### src/rtl/param_stack.sv
// Parametrised LIFO return-address stack for the uPC sequencer.
// All state changes on the falling edge of nclk; data_out/empty/full are combinational.
module param_stack #(
    parameter int unsigned WIDTH        = 8,
    parameter int unsigned DEPTH        = 16,
    parameter bit          WRAP_ON_FULL = 1'b0
) (
    input  logic                       nclk,
    input  logic                       reset,
    input  logic                       push,
    input  logic                       pop,
    input  logic                       clear_err,
    input  logic [WIDTH-1:0]           data_in,
    output logic [WIDTH-1:0]           data_out,
    output logic [$clog2(DEPTH+1)-1:0] count,
    output logic                       empty,
    output logic                       full,
    output logic                       overflow,
    output logic                       underflow
);

    localparam int unsigned CW = $clog2(DEPTH + 1);
    localparam int unsigned IW = $clog2(DEPTH);
    localparam logic [IW-1:0] LastIdx = IW'(DEPTH - 1);
    localparam logic [CW-1:0] FullCnt = CW'(DEPTH);

    logic [WIDTH-1:0] mem_q [DEPTH];
    logic [IW-1:0]    top_idx_q, top_idx_d;
    logic [CW-1:0]    count_q, count_d;
    logic             overflow_q, overflow_d;
    logic             underflow_q, underflow_d;

    logic             wr_en;
    logic [IW-1:0]    wr_idx;
    logic [IW-1:0]    idx_inc, idx_dec;
    logic             ovf_set, unf_set;

    assign empty     = (count_q == '0);
    assign full      = (count_q == FullCnt);
    assign count     = count_q;
    assign overflow  = overflow_q;
    assign underflow = underflow_q;
    assign data_out  = empty ? '0 : mem_q[top_idx_q];

    // Explicit modulo-DEPTH stepping so non-power-of-two depths wrap correctly.
    assign idx_inc = (top_idx_q == LastIdx) ? '0 : top_idx_q + IW'(1);
    assign idx_dec = (top_idx_q == '0) ? LastIdx : top_idx_q - IW'(1);

    always_comb begin
        top_idx_d = top_idx_q;
        count_d   = count_q;
        wr_en     = 1'b0;
        wr_idx    = top_idx_q;
        ovf_set   = 1'b0;
        unf_set   = 1'b0;

        unique case ({push, pop})
            2'b11: begin
                if (empty) begin
                    // Push+pop on an empty stack degrades to a plain push.
                    top_idx_d = idx_inc;
                    wr_idx    = idx_inc;
                    wr_en     = 1'b1;
                    count_d   = count_q + CW'(1);
                end else begin
                    wr_en = 1'b1;
                end
            end
            2'b10: begin
                if (!full) begin
                    top_idx_d = idx_inc;
                    wr_idx    = idx_inc;
                    wr_en     = 1'b1;
                    count_d   = count_q + CW'(1);
                end else begin
                    ovf_set = 1'b1;
                    if (WRAP_ON_FULL) begin
                        top_idx_d = idx_inc;
                        wr_idx    = idx_inc;
                        wr_en     = 1'b1;
                    end
                end
            end
            2'b01: begin
                if (!empty) begin
                    top_idx_d = idx_dec;
                    count_d   = count_q - CW'(1);
                end else begin
                    unf_set = 1'b1;
                end
            end
            default: ;
        endcase

        // A new error on the same edge as clear_err takes precedence.
        overflow_d  = (overflow_q  & ~clear_err) | ovf_set;
        underflow_d = (underflow_q & ~clear_err) | unf_set;
    end

    always_ff @(negedge nclk) begin
        if (reset) begin
            top_idx_q   <= LastIdx;
            count_q     <= '0;
            overflow_q  <= 1'b0;
            underflow_q <= 1'b0;
            for (int i = 0; i < DEPTH; i++) begin
                mem_q[i] <= '0;
            end
        end else begin
            top_idx_q   <= top_idx_d;
            count_q     <= count_d;
            overflow_q  <= overflow_d;
            underflow_q <= underflow_d;
            if (wr_en) begin
                mem_q[wr_idx] <= data_in;
            end
        end
    end

endmodule

### config.mk
export PLATFORM = sky130hd
export DESIGN_NAME = param_stack
export DESIGN_NICKNAME = d
export VERILOG_FILES = /design/src/rtl/param_stack.sv
export SDC_FILE = /design/constraint.sdc
export NUM_CORES = 1
export LEC_CHECK = 0
export CAP_MARGIN = 30
export CORE_MARGIN = 5
export CORE_UTILIZATION = 40
export CTS_CLUSTER_DIAMETER = 30
export DETAILED_ROUTE_END_ITERATION = 12
export PLACE_DENSITY = 0.54
export SYNTH_ARGS = -nofsm -noshare
export SYNTH_HDL_FRONTEND = slang
export SYNTH_SLANG_ARGS = --single-unit
### constraint.sdc
create_clock -name nclk -period 4.07 [get_ports nclk]
set_input_delay 0.814 -clock nclk [delete_from_list [all_inputs] [get_ports nclk]]
set_output_delay 0.814 -clock nclk [all_outputs]
set_load 0.05 [all_outputs]
==> results of run 1 <==
## worst reg2reg max path: stages, from the launching register on
cell and delay [ns]:
dfxtp_2 0.33, buf_4 0.17, or4_1 0.76, o31ai_4 0.26, o21ba_4 0.19, a221o_2 0.34, buf_12 0.17, buf_8 0.14
o41ai_4 0.34, buf_6 0.20
## synth_stat cells (5+ instances only)
master      n
nor2b_1     5
a21oi_1    15
mux4_2     40
nor3_1     69
ha_1        9
clkbuf_1   30
o41ai_2     8
nand2_1     8
o21ai_0     9
o211ai_1    9
buf_6       5
buf_2      23
edfxtp_1  128
dfxtp_1    15
and2_1      8
nand4_1     8
inv_1      15
o41ai_1     8
nor2_1      9
nor4_1     65
## sequential cells by signal (all words and copies together), names as in the netlist, named ones only
register   flops
underflow      1
mem_q        128
overflow       1
top_idx_q      4
count          5
## stage by stage
stage	area (sq um)	TNS, ns	hold WS (ns)
2_1_floorplan	7830	-170.78	0.694
3_5_place_dp	9080	-356.38	0.515
6_report	13500	-104.42	0.516
4_1_cts	11800	-88.62	0.524
5_1_grt	13500	-111.48	0.565
3_3_place_gp	9080	-348.40	0.504
## how the worst max path moves through the flow
stage          slack (ns)  start            to  cells after the start
2_1_floorplan       -0.81    pop  mem_q[12][0]                      8
3_3_place_gp        -1.44    pop   mem_q[0][3]                      9
3_5_place_dp        -1.50    pop   mem_q[0][0]                      9
4_1_cts             -1.22   flop   data_out[4]                      5
5_1_grt             -1.30   flop   data_out[5]                      5
6_report            -1.25   flop   data_out[4]                      5
## per-layer routing
layer / share of wire, % / up-vias / routed length (microns) / track usage (%)
li1: - / 2916 / - / -
met1: 36 / 3549 / 11700 / 29.6
met2: 48 / 526 / 15600 / 39.3
met3: 10 / 120 / 3240 / 7.08
met4: 5.3 / 2 / 1720 / 10.4
met5: 0.056 / - / 18 / 0
## what timing repair did
| action | in CTS | in global routing |
|---|---|---|
| cloned | 14 | 11 |
| setup endpoints to repair | 279 | 270 |
| gates resized for setup | 190 | 254 |
| setup buffers | 45 | 37 |
| pin swaps | 53 | 117 |
## power breakdown
part	leakage (nW)	total (mW)	switching [mW]	internal, mW
clock network	1.05	2.31	1.16	1.15
logic	2.94	5.85	3.27	2.58
registers	1.45	1.88	0.122	1.76
## cell type report
cell class / count / area, sq um
Clock buffer: 17 / 425
Tap cell: 229 / 287
Fill cell: 954 / 4420
Timing Repair Buffer: 227 / 3110
Inverter: 14 / 82.6
Sequential cell: 143 / 4150
Clock inverter: 155 / 696
Multi-Input combinational cell: 326 / 4790
## logic make-up (layout without fill, tap and decap cells)
kind of cell / count (synthesis) / count (layout) / share of synthesized area, %
muxes: 43 / 43 / 12.7
adders and majority gates: 10 / 10 / 1.81
xor gates and xnor gates: 4 / 4 / 0.479
DFF: 143 / 143 / 56.7
and+or+nand+nor: 187 / 187 / 14.4
buffers and inverters: 76 / 413 / 4.81
AOI/OAI and AO/OA: 82 / 82 / 9.07
==> flow_metrics.env, run 1 <==
export IMPL_p_per_area_mw_per_mm2=741
export IMPL_grtUsageTotal_pct=24.0
export IMPL_slowest_delay_ns=0.58
export IMPL_insertedDiodeCount=0
export IMPL_initial_core_util_pct=40.7
export IMPL_h_tree_depth=4
export IMPL_whs_endpoint="overflow"
export IMPL_antenna_found_initial=1
export IMPL_crit_required_ns=3.26
export IMPL_synthArstFlopShare_pct=0
export IMPL_stdcell_count=1111
export IMPL_numCtsBuffers=17
export IMPL_fin_skew_ns=0.0544
export IMPL_root_buffer="clkbuf_16"
export IMPL_clk_pin_slew_ns=0.03
export IMPL_setup_ws_ns=-1.25
export IMPL_worstReg2RegEnd="mem_q[0][0]"
export IMPL_grt_max_degree=33
export IMPL_io_buffers=29
export IMPL_violations="negative setup slack"
export IMPL_cp_data_arrival_time_ns=4.51
export IMPL_synth_edf_count=128
export IMPL_wl_mm=32.2
export IMPL_dp_cells=847
export IMPL_setup_viol=267
export IMPL_drv_slew=0
export IMPL_yosys_top_cells_area="edfxtp_1 53%, mux4_2 12%, nor4_1 5.6%"
export IMPL_hold_viol=0
export IMPL_synth_warnings=0
export IMPL_gp_congestion=0.845
export IMPL_coreArea_sq_mm=0.0180
export IMPL_startpoint_type="flop"
export IMPL_ios=30
export IMPL_synth_cell_types=60
export IMPL_yosysTopAreaCell="edfxtp_1"
export IMPL_drive_above_1_share_pct=55.7
export IMPL_grt_pass1_wl_mm=38.8
export IMPL_final_common_cell="inv_1"
export IMPL_layout_common_cells="151 x inv_1, 128 x edfxtp_1, 69 x buf_6"
export IMPL_holdPathStages=2
export IMPL_finish_utilization_pct=75.4
export IMPL_max_slew_margin_rel_pct=64.4
export IMPL_leakagePower_nw=5.43
export IMPL_wl_per_cell_microns=29.0
export IMPL_cts_tree="yes"
export IMPL_dr_pass1_iters=5
export IMPL_cap_violations=0
export IMPL_reg2reg_depth=9
export IMPL_rows=49
export IMPL_worst_pin_slew_ns=0.533
export IMPL_grt_ovfl_total=0
export IMPL_r2r_start="count[1]"
export IMPL_num_nets_final=895
export IMPL_cp_buffers_inverters=2
export IMPL_ys_seq_area_share_pct=56.7
export IMPL_slowest_stage="mux4_2"
export IMPL_synth_top_cell_area_share_pct=52.6
export IMPL_cpLargestDelayFamily="multiplexers"
export IMPL_power_mw=10.0
export IMPL_path_class="reg -> out"
export IMPL_fp_dieW_microns=145
export IMPL_ys_seq_elements=143
export IMPL_crit_top_cell="mux4_2"
export IMPL_hold_buffers=0
export IMPL_end_kind="output port"
export IMPL_synth_ff_type="edfxtp_1"
export IMPL_ir_worst_vdd_v=0.000663
export IMPL_cp_max_fo=8
export IMPL_path_cells="buf_12 -> mux4_2 -> mux4_2 -> and2_4 -> buf_8"
export IMPL_drc_errors=0
export IMPL_place_hpwl_mm=14.5
export IMPL_status="finished with violations"
export IMPL_clockBufferDepth=2
export IMPL_dpl_worst_slack_ns=-1.50
export IMPL_syn_avg_cell_area_sq_um=13.4
export IMPL_initialDrtViolationCount=886
export IMPL_area_growth_syn_to_layout_pct=85.2
export IMPL_fp_dieH_microns=145
export IMPL_insertion_delay_ns=0.49
export IMPL_hp_start="overflow"
export IMPL_netlist_area_sq_mm=0.00731
export IMPL_antenna_left=0
export IMPL_rrSetupSlack_ns=0.87
export IMPL_grt_pass1_vias=6846
export IMPL_syn_instance_count=545
export IMPL_clock_sinks=143
export IMPL_num_vias=7113
export IMPL_hold_path_class="reg -> reg"
export IMPL_vias_per_cell=6.40
export IMPL_die_area_sq_mm=0.0211
export IMPL_grt_setup_unrepaired="yes"
export IMPL_syn_nets=568
No activity file was read; power rests on OpenSTA's default activity.
==> run 2, diff against run 1 <==
--- a/config.mk
+++ b/config.mk
@@ -10,7 +10,8 @@
 export CORE_UTILIZATION = 40
 export CTS_CLUSTER_DIAMETER = 30
 export DETAILED_ROUTE_END_ITERATION = 12
-export PLACE_DENSITY = 0.54
+export DONT_BUFFER_PORTS = 1
+export PLACE_DENSITY = 0.52
 export SYNTH_ARGS = -nofsm -noshare
 export SYNTH_HDL_FRONTEND = slang
 export SYNTH_SLANG_ARGS = --single-unit
==> run 2 against run 1 <==
- the flow still finishes with violations (negative setup slack)
- utilization fell by 1.8 points
- count of clock-buffer cells in the layout unchanged
- final cell count fell by 2.4%
- routed wire length decreased by 11%
- flip-flop and latch count unchanged
- power decreased by 3.3%
- hold slack better by 0.18 ns
==> flow_metrics.env, run 2 (synthesized netlist as in run 1, its figures left out) <==
export IMPL_initialDrtViolationCount=589
export IMPL_crit_required_ns=3.26
export IMPL_io_buffers=0
export IMPL_hold_path_class="reg -> reg"
export IMPL_grt_max_degree=33
export IMPL_vias_per_cell=6.17
export IMPL_wl_mm=28.7
export IMPL_insertion_delay_ns=0.49
export IMPL_cp_data_arrival_time_ns=4.41
export IMPL_grt_pass1_vias=6847
export IMPL_grt_ovfl_total=0
export IMPL_root_buffer="clkbuf_16"
export IMPL_r2r_start="count[1]"
export IMPL_antenna_left=0
export IMPL_cts_tree="yes"
export IMPL_numCtsBuffers=17
export IMPL_drive_above_1_share_pct=54.7
export IMPL_end_kind="output port"
export IMPL_die_area_sq_mm=0.0211
export IMPL_reg2reg_depth=8
export IMPL_slowest_delay_ns=0.56
export IMPL_status="finished with violations"
export IMPL_num_vias=6690
export IMPL_wl_per_cell_microns=26.5
export IMPL_cap_violations=0
export IMPL_initial_core_util_pct=40.7
export IMPL_fin_skew_ns=0.0324
export IMPL_slowest_stage="mux4_2"
export IMPL_worstReg2RegEnd="mem_q[7][4]"
export IMPL_grt_setup_unrepaired="yes"
export IMPL_worst_pin_slew_ns=0.514
export IMPL_final_common_cell="inv_1"
export IMPL_place_hpwl_mm=14.3
export IMPL_power_mw=9.71
export IMPL_hold_buffers=0
export IMPL_path_cells="buf_12 -> mux4_2 -> mux4_2 -> and2_4"
export IMPL_fp_dieW_microns=145
export IMPL_insertedDiodeCount=0
export IMPL_path_class="reg -> out"
export IMPL_finish_utilization_pct=73.6
export IMPL_rrSetupSlack_ns=0.86
export IMPL_largest_register_ffs=128
export IMPL_wl_met1_mm=10.4
export IMPL_layout_common_cells="152 x inv_1, 128 x edfxtp_1, 66 x buf_4"
export IMPL_gp_congestion=0.858
export IMPL_dr_pass1_iters=5
export IMPL_setup_ws_ns=-1.15
export IMPL_grt_pass1_wl_mm=38.2
export IMPL_drv_slew=0
export IMPL_coreArea_sq_mm=0.0180
export IMPL_clockBufferDepth=2
export IMPL_crit_top_cell="mux4_2"
export IMPL_grtUsageTotal_pct=23.3
export IMPL_area_growth_syn_to_layout_pct=80.8
export IMPL_top_register="mem_q"
export IMPL_max_slew_margin_rel_pct=65.7
export IMPL_leakagePower_nw=5.33
export IMPL_drc_errors=0
export IMPL_met3_length_mm=2.27
export IMPL_cp_max_fo=9
export IMPL_startpoint_type="flop"
export IMPL_clock_sinks=143
export IMPL_h_tree_depth=4
export IMPL_violations="negative setup slack"
export IMPL_crit_end="data_out[7]"
export IMPL_timing_hold_ws_ns=0.694
export IMPL_num_nets_final=865
export IMPL_rows=49
export IMPL_clk_pin_slew_ns=0.04
export IMPL_p_per_area_mw_per_mm2=734
export IMPL_ios=30
export IMPL_antenna_found_initial=0
export IMPL_ir_worst_vdd_v=0.000498
export IMPL_highest_layer="met4"
export IMPL_dr_wl_met2_mm=15.2
export IMPL_hold_viol=0
export IMPL_fp_dieH_microns=145
export IMPL_setup_viol=263
==> run 2: worst min-delay path by stage <==
| stage | start | endpoint | slack (ns) | cells after the start |
|---|---|---|---|---|
| after floorplan | overflow | overflow | 0.69 | 2 |
| after global placement | count[4] | count[4] | 0.67 | 3 |
| after detailed placement | count[4] | count[4] | 0.69 | 3 |
| after CTS | count[4] | count[4] | 0.70 | 3 |
| after global routing | count[4] | count[4] | 0.73 | 3 |
| final | count[4] | count[4] | 0.69 | 3 |
==> run 2: power by group <==
group | switching [mW] | total (mW) | internal (mW)
Combinational | 3.10 | 5.55 | 2.45
Sequential | 0.114 | 1.87 | 1.76
Clock | 1.17 | 2.29 | 1.12
Total | 4.38 | 9.71 | 5.33
==> run 2: metrics by stage <==
| stage | setup TNS (ns) | setup slack, ns | std cells | instance area (sq um) |
|---|---|---|---|---|
| 2_1_floorplan | -170.78 | -0.813 | 545 | 7830 |
| 3_3_place_gp | -177.74 | -0.777 | 832 | 8990 |
| 3_5_place_dp | -181.18 | -0.781 | 832 | 8990 |
| 4_1_cts | -33.70 | -1.17 | 1050 | 11700 |
| 5_1_grt | -68.29 | -1.23 | 1084 | 13200 |
| 6_report | -52.07 | -1.15 | 1084 | 13200 |
==> run 2: final cells by class <==
type,count,area [sq um]
Inverter,14,78.8
Clock buffer,17,425
Tap cell,229,287
Multi-Input combinational cell,326,4770
Clock inverter,158,717
Fill cell,1037,4740
Sequential cell,143,4150
Timing Repair Buffer,197,2790
==> run 2: worst max-delay path: cells and delay by family (launching register included) <==
family | cells | cell delay [ns]
buffers and inverters | 1 | 0.18
and+or+nand+nor | 1 | 0.24
muxes | 2 | 1.07
DFF | 1 | 0.41
==> run 2: layer usage <==
| layer | GRT usage (%) | vias to the layer above |
|---|---|---|
| li1 | - | 2870 |
| met4 | 10.6 | 0 |
| met3 | 6.89 | 71 |
| met1 | 28.5 | 3383 |
| met2 | 38.2 | 366 |
| met5 | 0 | - |
==> run 2: repair_timing <==
| item | in CTS | in global routing |
|---|---|---|
| setup endpoints to repair | 264 | 263 |
| gates resized for setup | 170 | 194 |
| cloned | 15 | 12 |
| pin swaps | 56 | 90 |
| setup buffers | 30 | 27 |
